--- config.mk ---
export PLATFORM = sky130hd
export DESIGN_NAME = pmem_bus_ctrl
export DESIGN_NICKNAME = d
export VERILOG_FILES = /design/src/rtl/pmem_pkg.sv /design/src/rtl/pmem_rr_arb.sv /design/src/rtl/pmem_bus_ctrl.sv
export SDC_FILE = /design/constraint.sdc
export NUM_CORES = 1
export LEC_CHECK = 0
export CAP_MARGIN = 10
export CORE_MARGIN = 2
export CORE_UTILIZATION = 47
export CTS_BUF_LIST = sky130_fd_sc_hd__clkbuf_4 sky130_fd_sc_hd__clkbuf_8
export CTS_CLUSTER_SIZE = 24
export DETAILED_ROUTE_END_ITERATION = 10
export GPL_TIMING_DRIVEN = 0
export PLACE_DENSITY = 0.82
export SETUP_SLACK_MARGIN = 0.3
export SLEW_MARGIN = 20
export SYNTH_ARGS = -nofsm -noshare
export SYNTH_HDL_FRONTEND = slang
export SYNTH_HIERARCHICAL = 1
export SYNTH_SLANG_ARGS = --single-unit
--- constraint.sdc ---
create_clock -name clock -period 3.7 [get_ports clock]
set_input_delay 0.74 -clock clock [delete_from_list [all_inputs] [get_ports clock]]
set_output_delay 0.74 -clock clock [all_outputs]
set_load 0.005 [all_outputs]
--- src/rtl/pmem_pkg.sv ---
// rtl/pmem_pkg.sv - shared types and constants for the pmem bus controller slice
//
// Purpose : State encoding, default widths and port identifiers shared by
//           pmem_bus_ctrl, pmem_rr_arb and the pmem_dff memory.
// Contents: PMEM_ADDR_W / PMEM_DATA_W  default address / data widths
//           PORT_FETCH / PORT_DATA     port identifiers used by the arbiter
//           pmem_state_t               controller FSM states
//           rr_pick()                  two-way round-robin decision
package pmem_pkg;

   localparam int PMEM_ADDR_W = 8;
   localparam int PMEM_DATA_W = 8;

   localparam logic PORT_FETCH = 1'b0;
   localparam logic PORT_DATA  = 1'b1;

   typedef enum logic [1:0] {
      ST_IDLE   = 2'd0,
      ST_ACCESS = 2'd1,
      ST_RESP   = 2'd2
   } pmem_state_t;

   // A lone request always wins; on a tie the port that did not win last time
   // is chosen, so neither requester can be starved.
   function automatic logic rr_pick(input logic req_fetch,
                                    input logic req_data,
                                    input logic last_grant);
      logic pick;
      if (req_fetch && req_data) begin
         pick = ~last_grant;
      end else if (req_data) begin
         pick = PORT_DATA;
      end else begin
         pick = PORT_FETCH;
      end
      return pick;
   endfunction

endpackage

--- src/rtl/pmem_rr_arb.sv ---
// rtl/pmem_rr_arb.sv - two-way round-robin arbiter between fetch and data ports
//
// Purpose : Chooses which requester the controller serves next and remembers
//           the last winner so ties alternate.
// Ports   : clock        in   rising-edge clock
//           reset_n      in   asynchronous active-low reset (last grant -> fetch)
//           req_fetch    in   fetch port request
//           req_data     in   data port request
//           update       in   strobe: the current grant is being taken
//           grant_valid  out  at least one request is pending
//           grant        out  winning port (PORT_FETCH / PORT_DATA)
module pmem_rr_arb
   import pmem_pkg::*;
(
   input  logic clock,
   input  logic reset_n,
   input  logic req_fetch,
   input  logic req_data,
   input  logic update,
   output logic grant_valid,
   output logic grant
);

   logic last_q;

   always_comb begin
      grant_valid = req_fetch | req_data;
      grant       = rr_pick(req_fetch, req_data, last_q);
   end

   // Reset to "fetch" so the data port wins the very first tie.
   always_ff @(posedge clock or negedge reset_n) begin
      if (!reset_n) begin
         last_q <= PORT_FETCH;
      end else if (update) begin
         last_q <= grant;
      end
   end

endmodule

--- src/rtl/pmem_bus_ctrl.sv ---
// rtl/pmem_bus_ctrl.sv - fetch/data bus controller in front of pmem_dff
//
// Purpose : Arbitrates instruction fetches (code space, read-only) and
//           loads/stores (data space) onto a single pmem_dff, one transaction
//           at a time, with a watchdog that aborts a memory that never answers.
// Ports   : clock, reset_n                 clock / async active-low reset
//           f_req, f_addr                   fetch request and code address
//           f_ack, f_rdata                  fetch acknowledge pulse and byte
//           d_req, d_write, d_addr, d_wdata data request, direction, operands
//           d_ack, d_rdata                  data acknowledge pulse and byte
//           err                             pulses with the ack of an aborted txn
//           mem_select, mem_addr,
//           mem_data_in, mem_type_data,
//           mem_write                       drive pmem_dff select/addr/data_in/
//                                           memory_type_data/write
//           mem_data_out, mem_data_ready    pmem_dff data_out / data_ready
module pmem_bus_ctrl
   import pmem_pkg::*;
#(
   parameter int ADDR_W  = PMEM_ADDR_W,
   parameter int DATA_W  = PMEM_DATA_W,
   parameter int TIMEOUT = 31
) (
   input  logic              clock,
   input  logic              reset_n,
   input  logic              f_req,
   input  logic [ADDR_W-1:0] f_addr,
   output logic              f_ack,
   output logic [DATA_W-1:0] f_rdata,
   input  logic              d_req,
   input  logic              d_write,
   input  logic [ADDR_W-1:0] d_addr,
   input  logic [DATA_W-1:0] d_wdata,
   output logic              d_ack,
   output logic [DATA_W-1:0] d_rdata,
   output logic              err,
   output logic              mem_select,
   output logic [ADDR_W-1:0] mem_addr,
   output logic [DATA_W-1:0] mem_data_in,
   output logic              mem_type_data,
   output logic              mem_write,
   input  logic [DATA_W-1:0] mem_data_out,
   input  logic              mem_data_ready
);

   // TIMEOUT is at most 255, so eight bits always reach it without wrapping.
   localparam int CNT_W = 8;

   pmem_state_t      state_q;
   pmem_state_t      state_d;
   logic             port_q;
   logic             err_q;
   logic [CNT_W-1:0] wd_cnt_q;

   logic             grant_valid;
   logic             grant;
   logic             take;
   logic             finish;
   logic             abort;
   logic             timeout_hit;
   logic             grant_is_data;
   logic [DATA_W-1:0] resp_data;

   pmem_rr_arb u_arb (
      .clock       (clock),
      .reset_n     (reset_n),
      .req_fetch   (f_req),
      .req_data    (d_req),
      .update      (take),
      .grant_valid (grant_valid),
      .grant       (grant)
   );

   assign grant_is_data = (grant == PORT_DATA);
   assign timeout_hit   = (wd_cnt_q == CNT_W'(TIMEOUT));

   // ---------------------------------------------------------------------
   // FSM
   // ---------------------------------------------------------------------
   always_ff @(posedge clock or negedge reset_n) begin
      if (!reset_n) begin
         state_q <= ST_IDLE;
      end else begin
         state_q <= state_d;
      end
   end

   // A memory answer in the same cycle the watchdog expires still counts as
   // a normal completion: the data is valid, so it is not thrown away.
   always_comb begin
      state_d = state_q;
      take    = 1'b0;
      finish  = 1'b0;
      abort   = 1'b0;
      case (state_q)
         ST_IDLE: begin
            if (grant_valid) begin
               take    = 1'b1;
               state_d = ST_ACCESS;
            end
         end
         ST_ACCESS: begin
            if (mem_data_ready) begin
               finish  = 1'b1;
               state_d = ST_RESP;
            end else if (timeout_hit) begin
               abort   = 1'b1;
               state_d = ST_RESP;
            end
         end
         ST_RESP: begin
            state_d = ST_IDLE;
         end
         default: begin
            state_d = ST_IDLE;
         end
      endcase
   end

   // Outputs decode straight from registered state, so they are glitch-free
   // and drop the instant reset is asserted.
   assign mem_select = (state_q == ST_ACCESS);
   assign f_ack      = (state_q == ST_RESP) && (port_q == PORT_FETCH);
   assign d_ack      = (state_q == ST_RESP) && (port_q == PORT_DATA);
   assign err        = (state_q == ST_RESP) && err_q;

   // Stores and aborted transactions return zero rather than whatever the
   // memory happens to drive on data_out.
   assign resp_data = (finish && !mem_write) ? mem_data_out : '0;

   // ---------------------------------------------------------------------
   // Datapath: memory-side operands, watchdog, captured read data
   // ---------------------------------------------------------------------
   always_ff @(posedge clock or negedge reset_n) begin
      if (!reset_n) begin
         port_q        <= PORT_FETCH;
         err_q         <= 1'b0;
         wd_cnt_q      <= '0;
         mem_addr      <= '0;
         mem_data_in   <= '0;
         mem_type_data <= 1'b0;
         mem_write     <= 1'b0;
         f_rdata       <= '0;
         d_rdata       <= '0;
      end else begin
         // Memory-side operands only ever change here, on IDLE->ACCESS, so
         // they stay put through ACCESS and RESP.
         if (take) begin
            port_q        <= grant;
            mem_type_data <= grant_is_data;
            mem_write     <= grant_is_data && d_write;
            mem_addr      <= grant_is_data ? d_addr : f_addr;
            mem_data_in   <= grant_is_data ? d_wdata : '0;
            err_q         <= 1'b0;
            wd_cnt_q      <= '0;
         end

         if (state_q == ST_ACCESS) begin
            wd_cnt_q <= wd_cnt_q + CNT_W'(1);
         end

         if (finish || abort) begin
            err_q <= abort;
            if (port_q == PORT_DATA) begin
               d_rdata <= resp_data;
            end else begin
               f_rdata <= resp_data;
            end
         end
      end
   end

endmodule

==> results.sh <==
export IMPL_synth_nets=257
export IMPL_p_leak_uw=0.00150
export IMPL_drive_gt1_frac=0.0927
export IMPL_required_ns=2.96
export IMPL_chipWidth_um=73.0
export IMPL_crit_type="flip-flop to output pin"
export IMPL_netlist_area_um2=2240
export IMPL_swShare=0.330
export IMPL_power_frac_comb=0.445
export IMPL_arrival_ns=1.78
export IMPL_r2r_start="wd_cnt_q[0]$_DFFE_PN0P_"
export IMPL_slew_headroom=0.596
export IMPL_start_util=0.481
export IMPL_cts_resized=0
export IMPL_syn_to_final_growth_pct=42.3
export IMPL_core_um2=4660
export IMPL_crit_start="state_q[1]$_DFFE_PN0P_"
export IMPL_yosysMostFrequentCell="dfrtp_1"
export IMPL_yosys_top_cells_area="dfrtp_1 (51%), mux2i_1 (11%), nand2_1 (6.4%)"
export IMPL_synth_top_area_frac=0.514
export IMPL_clkTransAtPathRegs_ns=0.09
export IMPL_cts_buffers=5
export IMPL_skew_ns=0.00928
export IMPL_grt_usage=0.202
export IMPL_outcome="finished clean"
export IMPL_grt_ovfl_total=0
export IMPL_setup_viol=0
export IMPL_power_clock_fraction=0.171
export IMPL_drc=0
export IMPL_fin_crit_ns=2.52
export IMPL_nets=340
export IMPL_placed_cell_area_um2=3070
export IMPL_hold_viol_final=0
export IMPL_clk_path_buf_depth=2
export IMPL_fmax_mhz=397
export IMPL_numClockSinks=46
export IMPL_die_y_um=73.0
export IMPL_globalplace_congestion=0.786
export IMPL_wirelength_um=5020
export IMPL_maxSlewViolCount=0
export IMPL_crit_end="mem_select"
export IMPL_final_cell_area_um2=3190
export IMPL_finalCritPeriodShare=0.680
export IMPL_max_vdd_ir_drop_mv=0.379
export IMPL_seq_power_share=0.384
export IMPL_antenna_found_initial=0
export IMPL_worst_setup_path_end_kind="output pin"
export IMPL_synth_seq_area_share=0.514
export IMPL_drt_iter0_drc=80
export IMPL_vias=1817
export IMPL_postCtsHoldBufs=0
export IMPL_syn_area_per_cell_um2=10.3
export IMPL_synth_warnings=6
export IMPL_p_switching_uw=730
export IMPL_synth_edf_count=0
export IMPL_synthTopCellsByCount="dfrtp_1 (46), nand2_1 (38), mux2i_1 (25), o21ai_0 (21), inv_1 (17)"
export IMPL_grt_max_degree=34
export IMPL_hp_class="input pin to asynchronous set/reset pin"
export IMPL_ys_types=36
export IMPL_drt_pre_antenna_iters=4
export IMPL_worst_slew_pin_slew_ns=0.605
export IMPL_rsz0062_at_grt="no"
export IMPL_ios=76
export IMPL_fin_tns_setup_ns=0
export IMPL_diodes=0
export IMPL_h_tree_depth=2
export IMPL_wire_per_inst_um=14.1
export IMPL_grt_first_pass_wirelength_um=8220
export IMPL_syn_inst=218
export IMPL_synth_async_reset_ratio=1.00
export IMPL_synth_flop_cell="dfrtp_1"
export IMPL_yosys_area_top_type="dfrtp_1"
export IMPL_cts_root_buffer="clkbuf_8"
export IMPL_power_internal_uw=1480
export IMPL_ant_nets=0
export IMPL_row_count=25
export IMPL_clk_latency_ns=0.30
export IMPL_dp_hpwl_um=3680
export IMPL_post_cts_buffers=0
export IMPL_die_area_um2=5330
export IMPL_r2r_setup_slack_ns=1.97
export IMPL_grt_pass1_vias=1789
export IMPL_r2r_end="f_rdata[2]$_DFFE_PN0P_"
export IMPL_vias_per_cell=5.10
export IMPL_critPathLaunchType="flip-flop"
export IMPL_reg2reg_depth=5
export IMPL_portBuffers=75
export IMPL_cp_max_fo=10
export IMPL_power_per_cell_area_nw_per_um2=694
export IMPL_drv_cap=0
export IMPL_ys_ff_latch=46
export IMPL_cts_tree="done"
logic make-up (layout without fill, tap and decap cells):
logic type,after synthesis,in the layout,share of synthesized area
and+or+nand+nor,75,75,0.180
muxes,26,26,0.118
buffers and inverters,30,114,0.0715
adders and majority gates,1,1,0.00559
AOI/OAI and AO/OA,39,39,0.107
xor gates and xnor gates,1,1,0.00391
DFF,46,46,0.514
layout make-up:
class / instances / area (um^2)
fillers: 373 / 1470
flip-flops and latches: 46 / 1150
multi-input cells: 142 / 928
repair buffers: 76 / 766
plain buffers: 11 / 87.6
clock buffers: 6 / 76.3
inverters: 19 / 72.6
well taps: 54 / 67.6
clock inverters: 2 / 37.5
power by group through the flow:
stage                     Clock, uW  Combinational [uW]  Sequential [uW]
final                           379                 983              849
after global routing            405                1090              877
after CTS                       390                 997              851
after detailed placement          0                 994              859
after global placement            0                 965              850
after floorplan                   0                 484              847
placed cells by master (no fill, tap or decap), types with 2 or more instances in the layout:
master and instances:
o21ai_0 21, buf_6 5, inv_1 17, o21ai_1 8
buf_2 5, nor3b_1 3, nand2_1 38, mux2i_1 25
a21oi_1 2, nand3_1 14, dfrtp_1 46, and3b_1 11
clkbuf_8 5, clkdlybuf4s50_1 74
layer usage:
layer | track usage | vias up | part of all wire
li1 | - | 913 | -
met1 | 0.250 | 849 | 0.44
met2 | 0.337 | 49 | 0.49
met3 | 0.0497 | 6 | 0.059
met4 | 0.0802 | 0 | 0.012
met5 | 0 | - | 0
flip-flops by register name, indices dropped and copies added, names as in the netlist:
register,flops
wd_cnt_q,8
state_q,2
err_q,1
f_rdata,8
mem_addr,8
u_arb/last_q,1
port_q,1
d_rdata,8
mem_write,1
mem_data_in,8
worst min path at each step:
stage / to / start / cells after the start
final: wd_cnt_q[1]$_DFFE_PN0P_ / reset_n / 1
after global routing: mem_addr[7]$_DFFE_PN0P_ / reset_n / 1
after CTS: wd_cnt_q[1]$_DFFE_PN0P_ / reset_n / 1
after detailed placement: mem_data_in[1]$_DFFE_PN0P_ / mem_data_in[1]$_DFFE_PN0P_ / 2
after global placement: mem_data_in[3]$_DFFE_PN0P_ / mem_data_in[3]$_DFFE_PN0P_ / 2
after floorplan: d_rdata[0]$_DFFE_PN0P_ / reset_n / 0
critical path, stage by stage (launching register included):
cell and delay [ns]:
dfrtp_1 0.46, nand2b_1 0.19, buf_4 0.18, inv_2 0.14, clkdlybuf4s50_1 0.52
stage by stage:
step | utilization | instances | setup WS [ns] | hold slack [ns] | total power (uW)
floorplan | - | 218 | 1.82 | 0.444 | 1330
global placement | 0.656 | 347 | 0.629 | 0.451 | 1820
detailed placement | 0.659 | 348 | 1.20 | 0.455 | 1850
CTS | 0.684 | 356 | 1.15 | 0.329 | 2240
global route | 0.684 | 356 | 1.10 | 0.348 | 2370
finish | 0.684 | 356 | 1.18 | 0.328 | 2210
(Power assumes the default switching activity.)
